File: src/rtl/vga_pkg.sv
// Shared types and constants for the programmable video timing generator.
package vga_pkg;

    // Field width of the mode record; the generator's CW must not exceed it.
    localparam int VGA_FW = 12;

    typedef struct packed {
        logic [VGA_FW-1:0] hvis;
        logic [VGA_FW-1:0] hfp;
        logic [VGA_FW-1:0] hsw;
        logic [VGA_FW-1:0] hbp;
        logic [VGA_FW-1:0] vvis;
        logic [VGA_FW-1:0] vfp;
        logic [VGA_FW-1:0] vsw;
        logic [VGA_FW-1:0] vbp;
        logic              hpol;
        logic              vpol;
    } vga_mode_t;

    localparam vga_mode_t MODE_640x480_60 = '{
        hvis: VGA_FW'(640), hfp: VGA_FW'(16), hsw: VGA_FW'(96), hbp: VGA_FW'(48),
        vvis: VGA_FW'(480), vfp: VGA_FW'(10), vsw: VGA_FW'(2),  vbp: VGA_FW'(33),
        hpol: 1'b0,         vpol: 1'b0
    };

    function automatic vga_mode_t make_mode(input int hvis, input int hfp, input int hsw,
                                            input int hbp, input int vvis, input int vfp,
                                            input int vsw, input int vbp, input int hpol,
                                            input int vpol);
        vga_mode_t m;
        m.hvis = VGA_FW'(hvis);
        m.hfp  = VGA_FW'(hfp);
        m.hsw  = VGA_FW'(hsw);
        m.hbp  = VGA_FW'(hbp);
        m.vvis = VGA_FW'(vvis);
        m.vfp  = VGA_FW'(vfp);
        m.vsw  = VGA_FW'(vsw);
        m.vbp  = VGA_FW'(vbp);
        m.hpol = hpol[0];
        m.vpol = vpol[0];
        return m;
    endfunction

endpackage

File: src/rtl/vga_timing_gen_if.sv
// Config write port and raster outputs of the video timing generator.
interface vga_timing_gen_if #(
    parameter int CW = 12
);
    logic          cfg_wr;
    logic [CW-1:0] cfg_hvis, cfg_hfp, cfg_hsw, cfg_hbp;
    logic [CW-1:0] cfg_vvis, cfg_vfp, cfg_vsw, cfg_vbp;
    logic          cfg_hpol, cfg_vpol;
    logic          cfg_pending, cfg_err;
    logic [CW-1:0] hcount, vcount;
    logic          hsync, vsync, de, sof, eol;
    logic          hsync_d, vsync_d, de_d;

    modport master (
        output cfg_wr, cfg_hvis, cfg_hfp, cfg_hsw, cfg_hbp,
               cfg_vvis, cfg_vfp, cfg_vsw, cfg_vbp, cfg_hpol, cfg_vpol,
        input  cfg_pending, cfg_err, hcount, vcount, hsync, vsync, de, sof, eol,
               hsync_d, vsync_d, de_d
    );

    modport slave (
        input  cfg_wr, cfg_hvis, cfg_hfp, cfg_hsw, cfg_hbp,
               cfg_vvis, cfg_vfp, cfg_vsw, cfg_vbp, cfg_hpol, cfg_vpol,
        output cfg_pending, cfg_err, hcount, vcount, hsync, vsync, de, sof, eol,
               hsync_d, vsync_d, de_d
    );
endinterface

File: src/rtl/vga_delay_line.sv
// Resettable shift register; DEPTH = 0 degenerates to a wire.
module vga_delay_line #(
    parameter int               WIDTH   = 1,
    parameter int               DEPTH   = 2,
    parameter logic [WIDTH-1:0] RST_VAL = '0
) (
    input  logic             clk_pix,
    input  logic             resetn,
    input  logic [WIDTH-1:0] i_data,
    output logic [WIDTH-1:0] o_data
);

    generate
        if (DEPTH == 0) begin : g_pass
            assign o_data = i_data;
        end else begin : g_shift
            logic [WIDTH-1:0] r_stage [DEPTH];

            always_ff @(posedge clk_pix or negedge resetn) begin
                if (!resetn) begin
                    for (int i = 0; i < DEPTH; i++) r_stage[i] <= RST_VAL;
                end else begin
                    r_stage[0] <= i_data;
                    for (int i = 1; i < DEPTH; i++) r_stage[i] <= r_stage[i-1];
                end
            end

            assign o_data = r_stage[DEPTH-1];
        end
    endgenerate

endmodule

File: src/rtl/vga_timing_gen.sv
// Runtime-programmable raster timing generator; new modes take effect only at
// the frame boundary, and delayed copies of sync/de feed a downstream pipeline.
module vga_timing_gen
    import vga_pkg::*;
#(
    parameter int CW       = 12,
    parameter int PIPE_LAT = 2,
    parameter int D_HVIS   = 640,
    parameter int D_HFP    = 16,
    parameter int D_HSW    = 96,
    parameter int D_HBP    = 48,
    parameter int D_VVIS   = 480,
    parameter int D_VFP    = 10,
    parameter int D_VSW    = 2,
    parameter int D_VBP    = 33,
    parameter int D_HPOL   = 0,
    parameter int D_VPOL   = 0
) (
    input  logic           clk_pix,
    input  logic           resetn,
    vga_timing_gen_if.slave bus
);

    localparam int               DW        = CW + 2;
    localparam logic [DW-1:0]    MAX_TOTAL = DW'(2 ** CW);
    localparam vga_mode_t        DEF_MODE  = make_mode(D_HVIS, D_HFP, D_HSW, D_HBP,
                                                       D_VVIS, D_VFP, D_VSW, D_VBP,
                                                       D_HPOL, D_VPOL);
    localparam logic             HS_IDLE   = ~DEF_MODE.hpol;
    localparam logic             VS_IDLE   = ~DEF_MODE.vpol;

    function automatic logic [DW-1:0] ext(input logic [VGA_FW-1:0] f);
        return DW'(f[CW-1:0]);
    endfunction

    function automatic logic [DW-1:0] sum4(input logic [VGA_FW-1:0] a, input logic [VGA_FW-1:0] b,
                                           input logic [VGA_FW-1:0] c, input logic [VGA_FW-1:0] d);
        return ext(a) + ext(b) + ext(c) + ext(d);
    endfunction

    vga_mode_t     r_act, r_pend;
    logic          r_pending, r_err;
    logic [CW-1:0] r_hcount, r_vcount;
    logic          r_hsync, r_vsync, r_de, r_sof, r_eol;

    vga_mode_t     w_cfg_mode, w_nmode;
    logic [DW-1:0] w_act_ht, w_act_vt, w_cfg_ht, w_cfg_vt;
    logic [DW-1:0] w_hs0, w_hs1, w_ht, w_vs0, w_vs1, w_hn, w_vn;
    logic          w_cfg_ok, w_hlast, w_vlast, w_boundary;
    logic [CW-1:0] w_hnext, w_vnext;
    logic          w_hs_n, w_vs_n, w_de_n, w_sof_n, w_eol_n;
    logic [2:0]    w_dly;

    always_comb begin
        w_cfg_mode.hvis = VGA_FW'(bus.cfg_hvis);
        w_cfg_mode.hfp  = VGA_FW'(bus.cfg_hfp);
        w_cfg_mode.hsw  = VGA_FW'(bus.cfg_hsw);
        w_cfg_mode.hbp  = VGA_FW'(bus.cfg_hbp);
        w_cfg_mode.vvis = VGA_FW'(bus.cfg_vvis);
        w_cfg_mode.vfp  = VGA_FW'(bus.cfg_vfp);
        w_cfg_mode.vsw  = VGA_FW'(bus.cfg_vsw);
        w_cfg_mode.vbp  = VGA_FW'(bus.cfg_vbp);
        w_cfg_mode.hpol = bus.cfg_hpol;
        w_cfg_mode.vpol = bus.cfg_vpol;
    end

    assign w_cfg_ht = sum4(w_cfg_mode.hvis, w_cfg_mode.hfp, w_cfg_mode.hsw, w_cfg_mode.hbp);
    assign w_cfg_vt = sum4(w_cfg_mode.vvis, w_cfg_mode.vfp, w_cfg_mode.vsw, w_cfg_mode.vbp);
    assign w_cfg_ok = (bus.cfg_hvis != '0) && (bus.cfg_hfp != '0) && (bus.cfg_hsw != '0) &&
                      (bus.cfg_hbp  != '0) && (bus.cfg_vvis != '0) && (bus.cfg_vfp != '0) &&
                      (bus.cfg_vsw  != '0) && (bus.cfg_vbp  != '0) &&
                      (w_cfg_ht <= MAX_TOTAL) && (w_cfg_vt <= MAX_TOTAL);

    assign w_act_ht   = sum4(r_act.hvis, r_act.hfp, r_act.hsw, r_act.hbp);
    assign w_act_vt   = sum4(r_act.vvis, r_act.vfp, r_act.vsw, r_act.vbp);
    assign w_hlast    = (DW'(r_hcount) == w_act_ht - DW'(1));
    assign w_vlast    = (DW'(r_vcount) == w_act_vt - DW'(1));
    assign w_boundary = w_hlast && w_vlast;
    assign w_hnext    = w_hlast ? '0 : r_hcount + CW'(1);
    assign w_vnext    = !w_hlast ? r_vcount : (w_vlast ? '0 : r_vcount + CW'(1));

    // Decode the coordinate about to be loaded, using the mode that will be
    // active then, so every registered output lines up with the counters.
    always_comb begin
        w_nmode = r_act;
        if (w_boundary && r_pending) w_nmode = r_pend;
        w_hs0   = ext(w_nmode.hvis) + ext(w_nmode.hfp);
        w_hs1   = w_hs0 + ext(w_nmode.hsw);
        w_ht    = w_hs1 + ext(w_nmode.hbp);
        w_vs0   = ext(w_nmode.vvis) + ext(w_nmode.vfp);
        w_vs1   = w_vs0 + ext(w_nmode.vsw);
        w_hn    = DW'(w_hnext);
        w_vn    = DW'(w_vnext);
        w_de_n  = (w_hn < ext(w_nmode.hvis)) && (w_vn < ext(w_nmode.vvis));
        w_hs_n  = w_nmode.hpol ~^ ((w_hn >= w_hs0) && (w_hn < w_hs1));
        w_vs_n  = w_nmode.vpol ~^ ((w_vn >= w_vs0) && (w_vn < w_vs1));
        w_sof_n = (w_hnext == '0) && (w_vnext == '0);
        w_eol_n = (w_hn == w_ht - DW'(1));
    end

    // A write landing on the boundary cycle wins over the pending clear, so the
    // old pending mode goes active while the new one waits for the next frame.
    always_ff @(posedge clk_pix or negedge resetn) begin
        if (!resetn) begin
            r_act     <= DEF_MODE;
            r_pend    <= DEF_MODE;
            r_pending <= 1'b0;
            r_err     <= 1'b0;
        end else begin
            r_err <= bus.cfg_wr && !w_cfg_ok;
            if (w_boundary && r_pending) r_act <= r_pend;
            if (bus.cfg_wr && w_cfg_ok) begin
                r_pend    <= w_cfg_mode;
                r_pending <= 1'b1;
            end else if (w_boundary) begin
                r_pending <= 1'b0;
            end
        end
    end

    always_ff @(posedge clk_pix or negedge resetn) begin
        if (!resetn) begin
            r_hcount <= '0;
            r_vcount <= '0;
            r_hsync  <= HS_IDLE;
            r_vsync  <= VS_IDLE;
            r_de     <= 1'b1;
            r_sof    <= 1'b1;
            r_eol    <= 1'b0;
        end else begin
            r_hcount <= w_hnext;
            r_vcount <= w_vnext;
            r_hsync  <= w_hs_n;
            r_vsync  <= w_vs_n;
            r_de     <= w_de_n;
            r_sof    <= w_sof_n;
            r_eol    <= w_eol_n;
        end
    end

    vga_delay_line #(
        .WIDTH  (3),
        .DEPTH  (PIPE_LAT),
        .RST_VAL({HS_IDLE, VS_IDLE, 1'b0})
    ) u_delay (
        .clk_pix(clk_pix),
        .resetn (resetn),
        .i_data ({r_hsync, r_vsync, r_de}),
        .o_data (w_dly)
    );

    assign bus.cfg_pending = r_pending;
    assign bus.cfg_err     = r_err;
    assign bus.hcount      = r_hcount;
    assign bus.vcount      = r_vcount;
    assign bus.hsync       = r_hsync;
    assign bus.vsync       = r_vsync;
    assign bus.de          = r_de;
    assign bus.sof         = r_sof;
    assign bus.eol         = r_eol;
    assign bus.hsync_d     = w_dly[2];
    assign bus.vsync_d     = w_dly[1];
    assign bus.de_d        = w_dly[0];

endmodule

File: src/flat_wrapper.sv
// flat-port wrapper written by rule: the top's interface ports become plain ports
module vga_timing_gen_flat import vga_pkg::*;
#(
    parameter int CW       = 12,
    parameter int PIPE_LAT = 2,
    parameter int D_HVIS   = 640,
    parameter int D_HFP    = 16,
    parameter int D_HSW    = 96,
    parameter int D_HBP    = 48,
    parameter int D_VVIS   = 480,
    parameter int D_VFP    = 10,
    parameter int D_VSW    = 2,
    parameter int D_VBP    = 33,
    parameter int D_HPOL   = 0,
    parameter int D_VPOL   = 0
)
  (clk_pix, resetn, bus_cfg_wr, bus_cfg_hvis, bus_cfg_hfp, bus_cfg_hsw, bus_cfg_hbp, bus_cfg_vvis, bus_cfg_vfp, bus_cfg_vsw, bus_cfg_vbp, bus_cfg_hpol, bus_cfg_vpol, bus_cfg_pending, bus_cfg_err, bus_hcount, bus_vcount, bus_hsync, bus_vsync, bus_de, bus_sof, bus_eol, bus_hsync_d, bus_vsync_d, bus_de_d);
  vga_timing_gen_if #(.CW(CW)) bus_i ();
  input  logic clk_pix;
  input  logic resetn;
  input wire logic [$bits(bus_i.cfg_wr)-1:0] bus_cfg_wr;
  input wire logic [$bits(bus_i.cfg_hvis)-1:0] bus_cfg_hvis;
  input wire logic [$bits(bus_i.cfg_hfp)-1:0] bus_cfg_hfp;
  input wire logic [$bits(bus_i.cfg_hsw)-1:0] bus_cfg_hsw;
  input wire logic [$bits(bus_i.cfg_hbp)-1:0] bus_cfg_hbp;
  input wire logic [$bits(bus_i.cfg_vvis)-1:0] bus_cfg_vvis;
  input wire logic [$bits(bus_i.cfg_vfp)-1:0] bus_cfg_vfp;
  input wire logic [$bits(bus_i.cfg_vsw)-1:0] bus_cfg_vsw;
  input wire logic [$bits(bus_i.cfg_vbp)-1:0] bus_cfg_vbp;
  input wire logic [$bits(bus_i.cfg_hpol)-1:0] bus_cfg_hpol;
  input wire logic [$bits(bus_i.cfg_vpol)-1:0] bus_cfg_vpol;
  output wire logic [$bits(bus_i.cfg_pending)-1:0] bus_cfg_pending;
  output wire logic [$bits(bus_i.cfg_err)-1:0] bus_cfg_err;
  output wire logic [$bits(bus_i.hcount)-1:0] bus_hcount;
  output wire logic [$bits(bus_i.vcount)-1:0] bus_vcount;
  output wire logic [$bits(bus_i.hsync)-1:0] bus_hsync;
  output wire logic [$bits(bus_i.vsync)-1:0] bus_vsync;
  output wire logic [$bits(bus_i.de)-1:0] bus_de;
  output wire logic [$bits(bus_i.sof)-1:0] bus_sof;
  output wire logic [$bits(bus_i.eol)-1:0] bus_eol;
  output wire logic [$bits(bus_i.hsync_d)-1:0] bus_hsync_d;
  output wire logic [$bits(bus_i.vsync_d)-1:0] bus_vsync_d;
  output wire logic [$bits(bus_i.de_d)-1:0] bus_de_d;
  assign bus_i.cfg_wr = bus_cfg_wr;
  assign bus_i.cfg_hvis = bus_cfg_hvis;
  assign bus_i.cfg_hfp = bus_cfg_hfp;
  assign bus_i.cfg_hsw = bus_cfg_hsw;
  assign bus_i.cfg_hbp = bus_cfg_hbp;
  assign bus_i.cfg_vvis = bus_cfg_vvis;
  assign bus_i.cfg_vfp = bus_cfg_vfp;
  assign bus_i.cfg_vsw = bus_cfg_vsw;
  assign bus_i.cfg_vbp = bus_cfg_vbp;
  assign bus_i.cfg_hpol = bus_cfg_hpol;
  assign bus_i.cfg_vpol = bus_cfg_vpol;
  assign bus_cfg_pending = bus_i.cfg_pending;
  assign bus_cfg_err = bus_i.cfg_err;
  assign bus_hcount = bus_i.hcount;
  assign bus_vcount = bus_i.vcount;
  assign bus_hsync = bus_i.hsync;
  assign bus_vsync = bus_i.vsync;
  assign bus_de = bus_i.de;
  assign bus_sof = bus_i.sof;
  assign bus_eol = bus_i.eol;
  assign bus_hsync_d = bus_i.hsync_d;
  assign bus_vsync_d = bus_i.vsync_d;
  assign bus_de_d = bus_i.de_d;
  vga_timing_gen #(.CW(CW), .PIPE_LAT(PIPE_LAT), .D_HVIS(D_HVIS), .D_HFP(D_HFP), .D_HSW(D_HSW), .D_HBP(D_HBP), .D_VVIS(D_VVIS), .D_VFP(D_VFP), .D_VSW(D_VSW), .D_VBP(D_VBP), .D_HPOL(D_HPOL), .D_VPOL(D_VPOL)) u_core (.clk_pix(clk_pix), .resetn(resetn), .bus(bus_i));
endmodule
File: config.mk
export PLATFORM = sky130hd
export DESIGN_NAME = vga_timing_gen_flat
export DESIGN_NICKNAME = d
export VERILOG_FILES = /design/src/rtl/vga_pkg.sv /design/src/rtl/vga_timing_gen_if.sv /design/src/rtl/vga_delay_line.sv /design/src/rtl/vga_timing_gen.sv /design/src/flat_wrapper.sv
export SDC_FILE = /design/constraint.sdc
export NUM_CORES = 1
export LEC_CHECK = 0
export ABC_CLOCK_PERIOD_IN_PS = 12700
export BUFFER_PORTS_ARGS = -buffer_cell sky130_fd_sc_hd__buf_2
export CAP_MARGIN = 0
export CORE_ASPECT_RATIO = 0.75
export CORE_MARGIN = 1.5
export CORE_UTILIZATION = 55
export CTS_CLUSTER_DIAMETER = 60
export DETAILED_ROUTE_END_ITERATION = 7
export PLACE_DENSITY = 0.74
export SETUP_SLACK_MARGIN = 0.4
export SYNTH_ARGS = -nofsm -noshare
export SYNTH_HDL_FRONTEND = slang
export SYNTH_HIERARCHICAL = 1
export SYNTH_SLANG_ARGS = --single-unit
File: constraint.sdc
create_clock -name clk_pix -period 12.7 [get_ports clk_pix]
set_input_delay 0.635 -clock clk_pix [delete_from_list [all_inputs] [get_ports clk_pix]]
set_output_delay 0.635 -clock clk_pix [all_outputs]
set_load 0.01 [all_outputs]
==> flow_summary.yaml, run 1 <==
setup_path:
  slowest_delay_ps: 540
  crit_family: "adder cells"
  regToRegStartpoint: "u_core/r_act[15]"
  ff2ff_setup_slack_ps: 2240
  worstPathArrival_ps: 10910
  cp-end-kind: "register"
  start_kind: "register"
  cpMostUsedCell: "ha_1"
  crit_type: "reg2reg"
  rr_worst_depth: 38
  cp.buffers_inverters: 8
  crit_slowest_cell: "dfstp_2"
  reg2reg_to: "u_core/bus.eol"
  crit_fanout: 65
  required_ps: 13140
drt:
  ant_nets: 0
  drt_iter0_drc: 1277
  num_vias: 14777
  drc_errors: 0
  dr.pass1.iters: 5
  viasPerCell: 5.96
  wl_per_cell_um: 21.3
  wirelength_mm: 52.7
sta:
  min_period_ps: 10460
  final_hold_viol_count: 0
  fin_crit_sh_pct: 82.4
  relSlewSlack_pct: 31.6
  setup_violations: 0
  finalMaxSlewViolations: 0
  final.setup.tns_ps: 0
  worst_pin_slew_ps: 1010
  max_clock_freq_mhz: 95.6
  rsz0062_at_grt: "no"
  finClkSkew_ps: 41.8
grt:
  grt_pass1_vias: 14416
  grt_max_degree: 129
  grtUsageTotal_pct: 29.6
  antenna_found_initial: 2
  grt.overflow.total: 0
  grt_pass1_wl_mm: 81.8
place:
  postPlaceCellArea_mm2: 0.0204
  gp_congestion: 0.938
  dp_hpwl_mm: 42.6
  io_buffer_count: 134
clocking:
  cts_tree: "built"
  htreeDepth: 1
  ctsHoldBuffers: 0
  cts-root-buf: "clkbuf_16"
  path_clk_slew_ps: 60
  insertion_delay_ps: 590
  clk_path_buf_depth: 3
  cts_resized: 0
  post-cts-setup-buffers: 0
  numCtsBuffers: 28
  cts_sinks: 233
logic_synthesis:
  synthArstFlopShare_pct: 100
  synth_cell_types: 75
  synth_nets: 2299
  synth_edf_count: 0
  syn_inst: 1876
  yosysMostFrequentCell: "inv_1"
  synth-seq-cells: 233
  postSynthAreaPerCell_um2: 10.3
  synth_top_area_share_pct: 25.1
  ys.flop_type: "dfrtp_1"
  ys_warn_count: 6
  yosys.area.top_type: "dfrtp_1"
  seq_area_frac_synth_pct: 30.5
  synthesis.area_mm2: 0.0193
  synthTopCellsByArea: "dfrtp_1 (25%), ha_1 (14%), fa_1 (10%), mux2_2 (9.5%), dfstp_2 (5.5%)"
  synth_common_cells: "inv_1 (234), ha_1 (223), dfrtp_1 (193)"
floorplan:
  num_rows: 59
  fp.dieW_um: 219
  coreArea_mm2: 0.0346
  dieArea_mm2: 0.0362
  design.portCount: 135
  start_util_pct: 55.6
  die_height_um: 165
power:
  switching_share_pct: 30.9
  power_density_mw_per_mm2: 113
  sequentialPowerShare_pct: 43.9
  comb_power_share_pct: 21.3
  peakVddDrop_mv: 0.0855
  p_leak_uw: 0.0108
  p_switching_uw: 744
  clkPwrFrac_pct: 34.7
  p_int_uw: 1660
layout:
  nNetsFinal: 2421
  multi_input_area_mm2: 0.0123
  seq_area_mm2: 0.00588
  area_delta_synth_final_pct: 10.9
  drive_gt1_share_pct: 20.6
  fin_area_mm2: 0.0214
  fillers: 2754
run_status:
  status: "finished, final reports clean"
min_path:
  holdCritPathClass: "in2async"
job:
  max_cap_viol_count: 0
## metal layers
layer  GRT usage (%)  share of wire (%)
met1            47.1                 49
met2            40.8                 40
met3            6.21                8.8
met4            6.13                1.9
met5               0              0.063
## metrics by stage
stage                     total power, uW  util, %  setup slack, ps  hold slack (ps)  instances
after floorplan                      1350        -             3610              331       1876
after global placement               1530     58.9             2640              335       2425
after detailed placement             1560     58.9             2460              347       2425
after CTS                            2410     61.7             2360              200       2477
after global routing                 2510     61.7             1650              261       2478
final                                2400     61.7             2240              159       2478
## layout make-up
class | count | share of cell area, %
Multi-Input combinational cell | 1354 | 57.5
Tap cell | 457 | 2.68
Inverter | 235 | 4.13
Antenna cell | 1 | 0.0117
Clock inverter | 22 | 1.22
Clock buffer | 30 | 3.36
Timing Repair Buffer | 146 | 3.61
Sequential cell | 233 | 27.5
## worst reg2reg max path: cells and delay by family, from the launching register on
kind	cells	cell delay, ps
DFF	1	540
and+or+nand+nor	9	2650
xor gates and xnor gates	3	540
muxes	1	500
adders and majority gates	9	3170
buffers and inverters	8	1420
AOI/OAI and AO/OA	8	1500
## power groups by stage
stage / sequential [uW] / combinational (uW) / clock [uW]
2_1_floorplan: 971 / 381 / 0
3_3_place_gp: 1050 / 486 / 0
3_5_place_dp: 1060 / 505 / 0
4_1_cts: 1050 / 513 / 850
5_1_grt: 1070 / 569 / 877
6_report: 1060 / 513 / 835
## registers in the layout, indices dropped and copies added, names as in the netlist
name,flops
u_core/r_pend,98
u_core/bus.cfg_err,1
u_core/bus.vsync,1
u_core/bus.vcount,12
u_core/bus.sof,1
u_core/u_delay/o_data,3
u_core/bus.de,1
u_core/r_act,98
u_core/bus.hcount,12
u_core/u_delay/g_shift.r_stage,3
u_core/bus.eol,1
u_core/bus.hsync,1
u_core/bus.cfg_pending,1
## cell families after synthesis
family / count (synthesis) / share of synthesized area (%)
AND/OR/NAND/NOR: 373 / 10.0
AO/OA/AOI/OAI: 325 / 11.3
adder cells (fa/ha/maj): 322 / 24.8
buffers and inverters: 289 / 5.80
flip-flops: 233 / 30.5
multiplexers: 205 / 11.7
XOR/XNOR: 129 / 5.90
## cell usage in the layout (no fill, tap or decap), types with 12 or more instances in the layout
master | synthesis | final
nor4_1 | 37 | 37
nor2_1 | 64 | 64
xnor2_1 | 70 | 70
o21ai_0 | 49 | 49
nand3_1 | 52 | 51
nor2b_1 | 14 | 14
nor3_1 | 33 | 33
xor2_1 | 58 | 58
o21bai_1 | 14 | 14
nand2b_1 | 15 | 15
buf_2 | 8 | 133
mux2i_1 | 42 | 42
o211ai_1 | 13 | 13
a31oi_1 | 19 | 19
fa_1 | 99 | 99
a21o_1 | 49 | 49
clkbuf_16 | 0 | 28
nand2_1 | 83 | 83
buf_4 | 4 | 12
dfstp_2 | 40 | 40
inv_1 | 234 | 234
a21oi_1 | 87 | 87
ha_1 | 223 | 223
dfrtp_1 | 193 | 193
mux2_2 | 163 | 163
nand4_1 | 20 | 20
## worst max path at each step
stage | from | cells past startpoint | slack (ps) | end
2_1_floorplan | u_core/r_act[15] | 42 | 3610 | u_core/bus.eol
3_3_place_gp | u_core/r_act[15] | 38 | 2640 | u_core/bus.eol
3_5_place_dp | u_core/r_act[15] | 39 | 2460 | u_core/bus.eol
4_1_cts | u_core/r_act[15] | 40 | 2360 | u_core/bus.vsync
5_1_grt | u_core/r_act[15] | 40 | 1650 | u_core/bus.vsync
6_report | u_core/r_act[15] | 38 | 2240 | u_core/bus.eol
No activity file was read; power rests on OpenSTA's default activity.
==> run 2, diff against run 1 <==
ABC_AREA = 1   (was not set)
ABC_CLOCK_PERIOD_IN_PS = 9800   (was 12700)
clock period = 9.8 ns   (was 12.7 ns; I/O delays follow)
==> flow_summary.yaml, run 2 <==
place:
  dp_hpwl_mm: 43.0
  postPlaceCellArea_mm2: 0.0209
  dp_cells: 3075
  gp_congestion: 0.946
  io_buffer_count: 134
layout:
  nNetsFinal: 3065
  area_delta_synth_final_pct: 10.2
  reg_top3: "u_core/r_act x98, u_core/r_pend x98"
  fin_cells: 3129
  layout_commonest_cell: "nand2_1"
  mostFrequentLayoutCells: "nand2_1 (622), inv_1 (492), ha_1 (223)"
  fin_area_mm2: 0.0219
  diodes: 0
  drive_gt1_share_pct: 11.3
logic_synthesis:
  seq_area_frac_synth_pct: 29.6
  synth_top_area_share_pct: 24.3
  synth_top_family_by_area: "adder cells"
  yosys.area.top_type: "dfrtp_1"
  syn_inst: 2513
  synth-seq-cells: 233
  synthTopCellsByArea: "dfrtp_1 (24%), ha_1 (14%), nand2_1 (12%), fa_1 (10%), inv_1 (9.3%)"
  synth-compound-area-share_pct: 10.8
  synth_nets: 2936
  ys_warn_count: 6
  postSynthAreaPerCell_um2: 7.90
  synth_common_cells: "nand2_1 (623), inv_1 (493), ha_1 (223)"
  synthArstFlopShare_pct: 100
  synthesis.area_mm2: 0.0199
  synth_cell_types: 53
  yosys.area_share.simple_pct: 20.0
  muxShareOfSynthArea_pct: 0
  ys.flop_type: "dfrtp_1"
  synth_fa_ha_area_share_pct: 24.0
  yosysMostFrequentCell: "nand2_1"
  yosys.area_share.xor_xnor_pct: 4.45
  synth_edf_count: 0
run_status:
  status: "finished, final reports clean"
floorplan:
  num_rows: 60
  coreArea_mm2: 0.0357
  dieArea_mm2: 0.0373
  design.portCount: 135
  fp.dieW_um: 222
  die_height_um: 168
  start_util_pct: 55.6
setup_path:
  crit_type: "reg2reg"
  crit_family: "adder cells"
  slowest_delay_ps: 500
  worstPathArrival_ps: 9230
  start_kind: "register"
  required_ps: 10280
  cp-end-kind: "register"
  crit_slowest_cell: "fa_1"
  crit_fanout: 33
  cp.buffers_inverters: 7
  cpMostUsedCell: "nand2_1"
grt:
  grt_max_degree: 101
  grtUsageTotal_pct: 28.7
  antenna_found_initial: 0
  grt_pass1_wl_mm: 84.4
  grt_pass1_vias: 16070
  grt.overflow.total: 0
sta:
  final_hold_viol_count: 0
  worst_pin_slew_ps: 1120
  min_period_ps: 8750
  final.setup.tns_ps: 0
  finClkSkew_ps: 17.5
  finalMaxSlewViolations: 0
  fin_crit_sh_pct: 89.3
  max_clock_freq_mhz: 114
  rsz0062_at_grt: "no"
  relSlewSlack_pct: 25.5
  setup_violations: 0
  whs_ps: 146
drt:
  num_vias: 17015
  wl_per_cell_um: 17.0
  drt_iter0_drc: 1642
  wirelength_mm: 53.2
  dr.pass1.iters: 7
  ant_nets: 0
  viasPerCell: 5.44
  drc_errors: 0
clocking:
  insertion_delay_ps: 580
  clk_path_buf_depth: 3
  cts_sinks: 233
  htreeDepth: 1
  cts_tree: "built"
  numCtsBuffers: 29
  path_clk_slew_ps: 60
  cts-root-buf: "clkbuf_16"
  post-cts-setup-buffers: 0
power:
  p_leak_uw: 0.0119
  power_density_mw_per_mm2: 141
  finalPower_uw: 3080
  peakVddDrop_mv: 0.148
min_path:
  holdCritPathClass: "in2reg"
job:
  max_cap_viol_count: 0
-- run 2: per-layer routing --
layer  routed length (um)  up-vias  global-route usage, %  part of all wire (%)
met4                 1080        0                   6.33                   2.0
li1                     -     8240                      -                     -
met5                    0        -                      0                     0
met2                20300      660                   38.0                    38
met1                26800     8048                   47.3                    50
met3                 5010       67                   5.05                   9.4
-- run 2: metrics by stage --
step,util (%),worst slack (ps)
2_1_floorplan,-,1940
3_3_place_gp,58.4,1150
3_5_place_dp,58.4,909
4_1_cts,61.1,887
5_1_grt,61.3,420
6_report,61.3,1050
-- run 2: worst min-delay path: cells and delay by family --
kind                   cells  cell delay (ps)
AO/OA/AOI/OAI              1               60
buffers and inverters      2              170
-- run 2: repair_timing --
item | CTS | global route
endpoints found under the setup margin | 0 | 2
hold buffers | 1 | 0
endpoints found under the hold margin | 69 | 0
resized for setup | 0 | 15
-- run 2: path summary, 6_finish.rpt --
path	start	to	cells after the start	slack, ps
worst min register to register	u_core/u_delay/g_shift.r_stage[4]	u_core/u_delay/o_data[1]	0	360
worst min-delay path	bus_cfg_vbp[0]	u_core/r_pend[2]	3	150
max in group asynchronous	resetn	u_core/r_act[37]	3	7690
worst max-delay path	u_core/r_act[51]	u_core/bus.eol	49	1050
min in group asynchronous	resetn	u_core/r_pend[53]	2	490
worst max register to register	u_core/r_act[51]	u_core/bus.eol	49	1050
-- run 2: power by group --
group | total, uW | internal (uW) | switching, uW
sequential | 1290 | 1160 | 130
clock | 1100 | 648 | 452
combinational | 690 | 275 | 414
total | 3080 | 2090 | 996
-- run 2: layout make-up --
cell class / count / area [um2]
Sequential cell: 233 / 5880
Fill cell: 3191 / 13800
Inverter: 498 / 1880
Clock inverter: 15 / 195
Clock buffer: 38 / 779
Timing Repair Buffer: 146 / 786
Multi-Input combinational cell: 1734 / 11800
Tap cell: 465 / 582
-- run 2: logic make-up (layout without fill, tap and decap cells) --
family          count (synthesis)  count (layout)
fa+ha+maj                     322             322
buf+inv                       546             697
compound gates                360             360
flops                         233             233
xor+xnor                      100             100
simple gates                  952             952
==> run 3, diff against run 2 <==
CORE_UTILIZATION = 56   (was 55)
PLACE_DENSITY = 0.75   (was 0.74)
==> flow_summary.yaml, run 3 (synthesized netlist as in run 2, its figures left out) <==
setup_path:
  ff2ff_setup_slack_ps: 990
  worstPathArrival_ps: 9280
  crit_fanout: 46
  rr_worst_depth: 49
  start_kind: "register"
  regToRegStartpoint: "u_core/r_act[15]"
  cpMostUsedCell: "nand2_1"
  crit_family: "adder cells"
  crit_type: "reg2reg"
  slowest_delay_ps: 520
  cp-end-kind: "register"
  reg2reg_to: "u_core/bus.eol"
  crit_slowest_cell: "dfstp_2"
  cp.buffers_inverters: 6
  required_ps: 10270
floorplan:
  design.portCount: 135
  fp.dieW_um: 220
  die_height_um: 166
  coreArea_mm2: 0.0348
  start_util_pct: 57.1
  num_rows: 59
  dieArea_mm2: 0.0366
layout:
  nNetsFinal: 3065
  layout_commonest_cell: "nand2_1"
  reg_top3: "u_core/r_act x98, u_core/r_pend x98"
  drive_gt1_share_pct: 11.5
  fin_cells: 3122
  mostFrequentLayoutCells: "nand2_1 (622), inv_1 (492), ha_1 (223)"
  final_util_pct: 63.3
  diodes: 0
  area_delta_synth_final_pct: 10.9
place:
  gp_congestion: 0.953
  dp_hpwl_mm: 43.2
  dp_cells: 3067
  io_buffer_count: 134
job:
  max_cap_viol_count: 0
power:
  p_leak_uw: 0.0119
  peakVddDrop_mv: 0.137
  power_density_mw_per_mm2: 145
  finalPower_uw: 3200
grt:
  antenna_found_initial: 0
  grt_pass1_vias: 16344
  grt.overflow.total: 0
  grt_max_degree: 100
  grtUsageTotal_pct: 30.0
  grt_pass1_wl_mm: 85.9
sta:
  rsz0062_at_grt: "no"
  relSlewSlack_pct: 35.2
  final.setup.tns_ps: 0
  finClkSkew_ps: 10.9
  setup_violations: 0
  fin_crit_sh_pct: 89.9
  final_hold_viol_count: 0
  max_clock_freq_mhz: 114
  min_period_ps: 8810
  worst_pin_slew_ps: 971
  finalMaxSlewViolations: 0
clocking:
  numCtsBuffers: 29
  cts_tree: "built"
  cts_sinks: 233
  insertion_delay_ps: 580
  htreeDepth: 1
  path_clk_slew_ps: 60
  clk_path_buf_depth: 3
  cts-root-buf: "clkbuf_16"
min_path:
  whs_path_depth: 3
  min_to: "u_core/r_pend[2]"
  min_from: "bus_cfg_vbp[0]"
  holdCritPathClass: "in2reg"
drt:
  num_vias: 16823
  viasPerCell: 5.39
  drt_iter0_drc: 1520
  dr.pass1.iters: 5
  ant_nets: 0
  wl_per_cell_um: 17.2
  drc_errors: 0
  wirelength_mm: 53.6
run_status:
  status: "finished, final reports clean"
==> run 3: worst min-delay path, cell delays in order <==
cell     delay [ps]
buf_2           120
inv_1            50
o21ai_1          60
==> run 3: cell type report <==
| class | instances | area, um2 |
|---|---|---|
| tap | 457 | 572 |
| clock inverter | 21 | 332 |
| sequential | 233 | 5880 |
| multi-input combinational | 1734 | 11800 |
| timing repair buffer | 146 | 802 |
| fill | 2964 | 12800 |
| clock buffer | 33 | 761 |
| inverter | 498 | 1880 |
==> run 3: how the worst max path moves through the flow <==
stage                           startpoint              to  slack (ps)  cells after the start
after floorplan           u_core/r_act[15]  u_core/bus.eol        1940                     49
after global placement    u_core/r_act[51]  u_core/bus.eol        1000                     47
after detailed placement  u_core/r_act[51]  u_core/bus.eol         820                     47
after CTS                 u_core/r_act[51]  u_core/bus.eol         790                     48
after global routing      u_core/r_act[51]  u_core/bus.eol         400                     48
final                     u_core/r_act[15]  u_core/bus.eol         990                     49
==> run 3: power breakdown <==
group          internal [uW]  switching (uW)
clock network            754             459
logic                    275             420
registers               1160             128
total                   2190            1010
==> run 3: metal layers <==
layer  part of all wire (%)  global-route usage, %
met1                     51                   49.3
met2                     39                   40.6
met3                    9.0                   5.60
met4                    1.6                   5.15
met5                      0                      0
==> run 3: timing repair <==
item | CTS | global route
setup buffers | 0 | 0
endpoints found under the hold margin | 79 | 0
setup endpoints to repair | 0 | 1
resized for setup | 0 | 16
hold buffers | 1 | 0
==> run 3: stage by stage <==
stage,setup slack [ps],hold slack (ps),instance area [um2]
after CTS,787,130,22000
after detailed placement,823,342,20900
after floorplan,1940,194,19900
after global routing,403,142,22000
after global placement,998,335,20900
final,992,146,22000
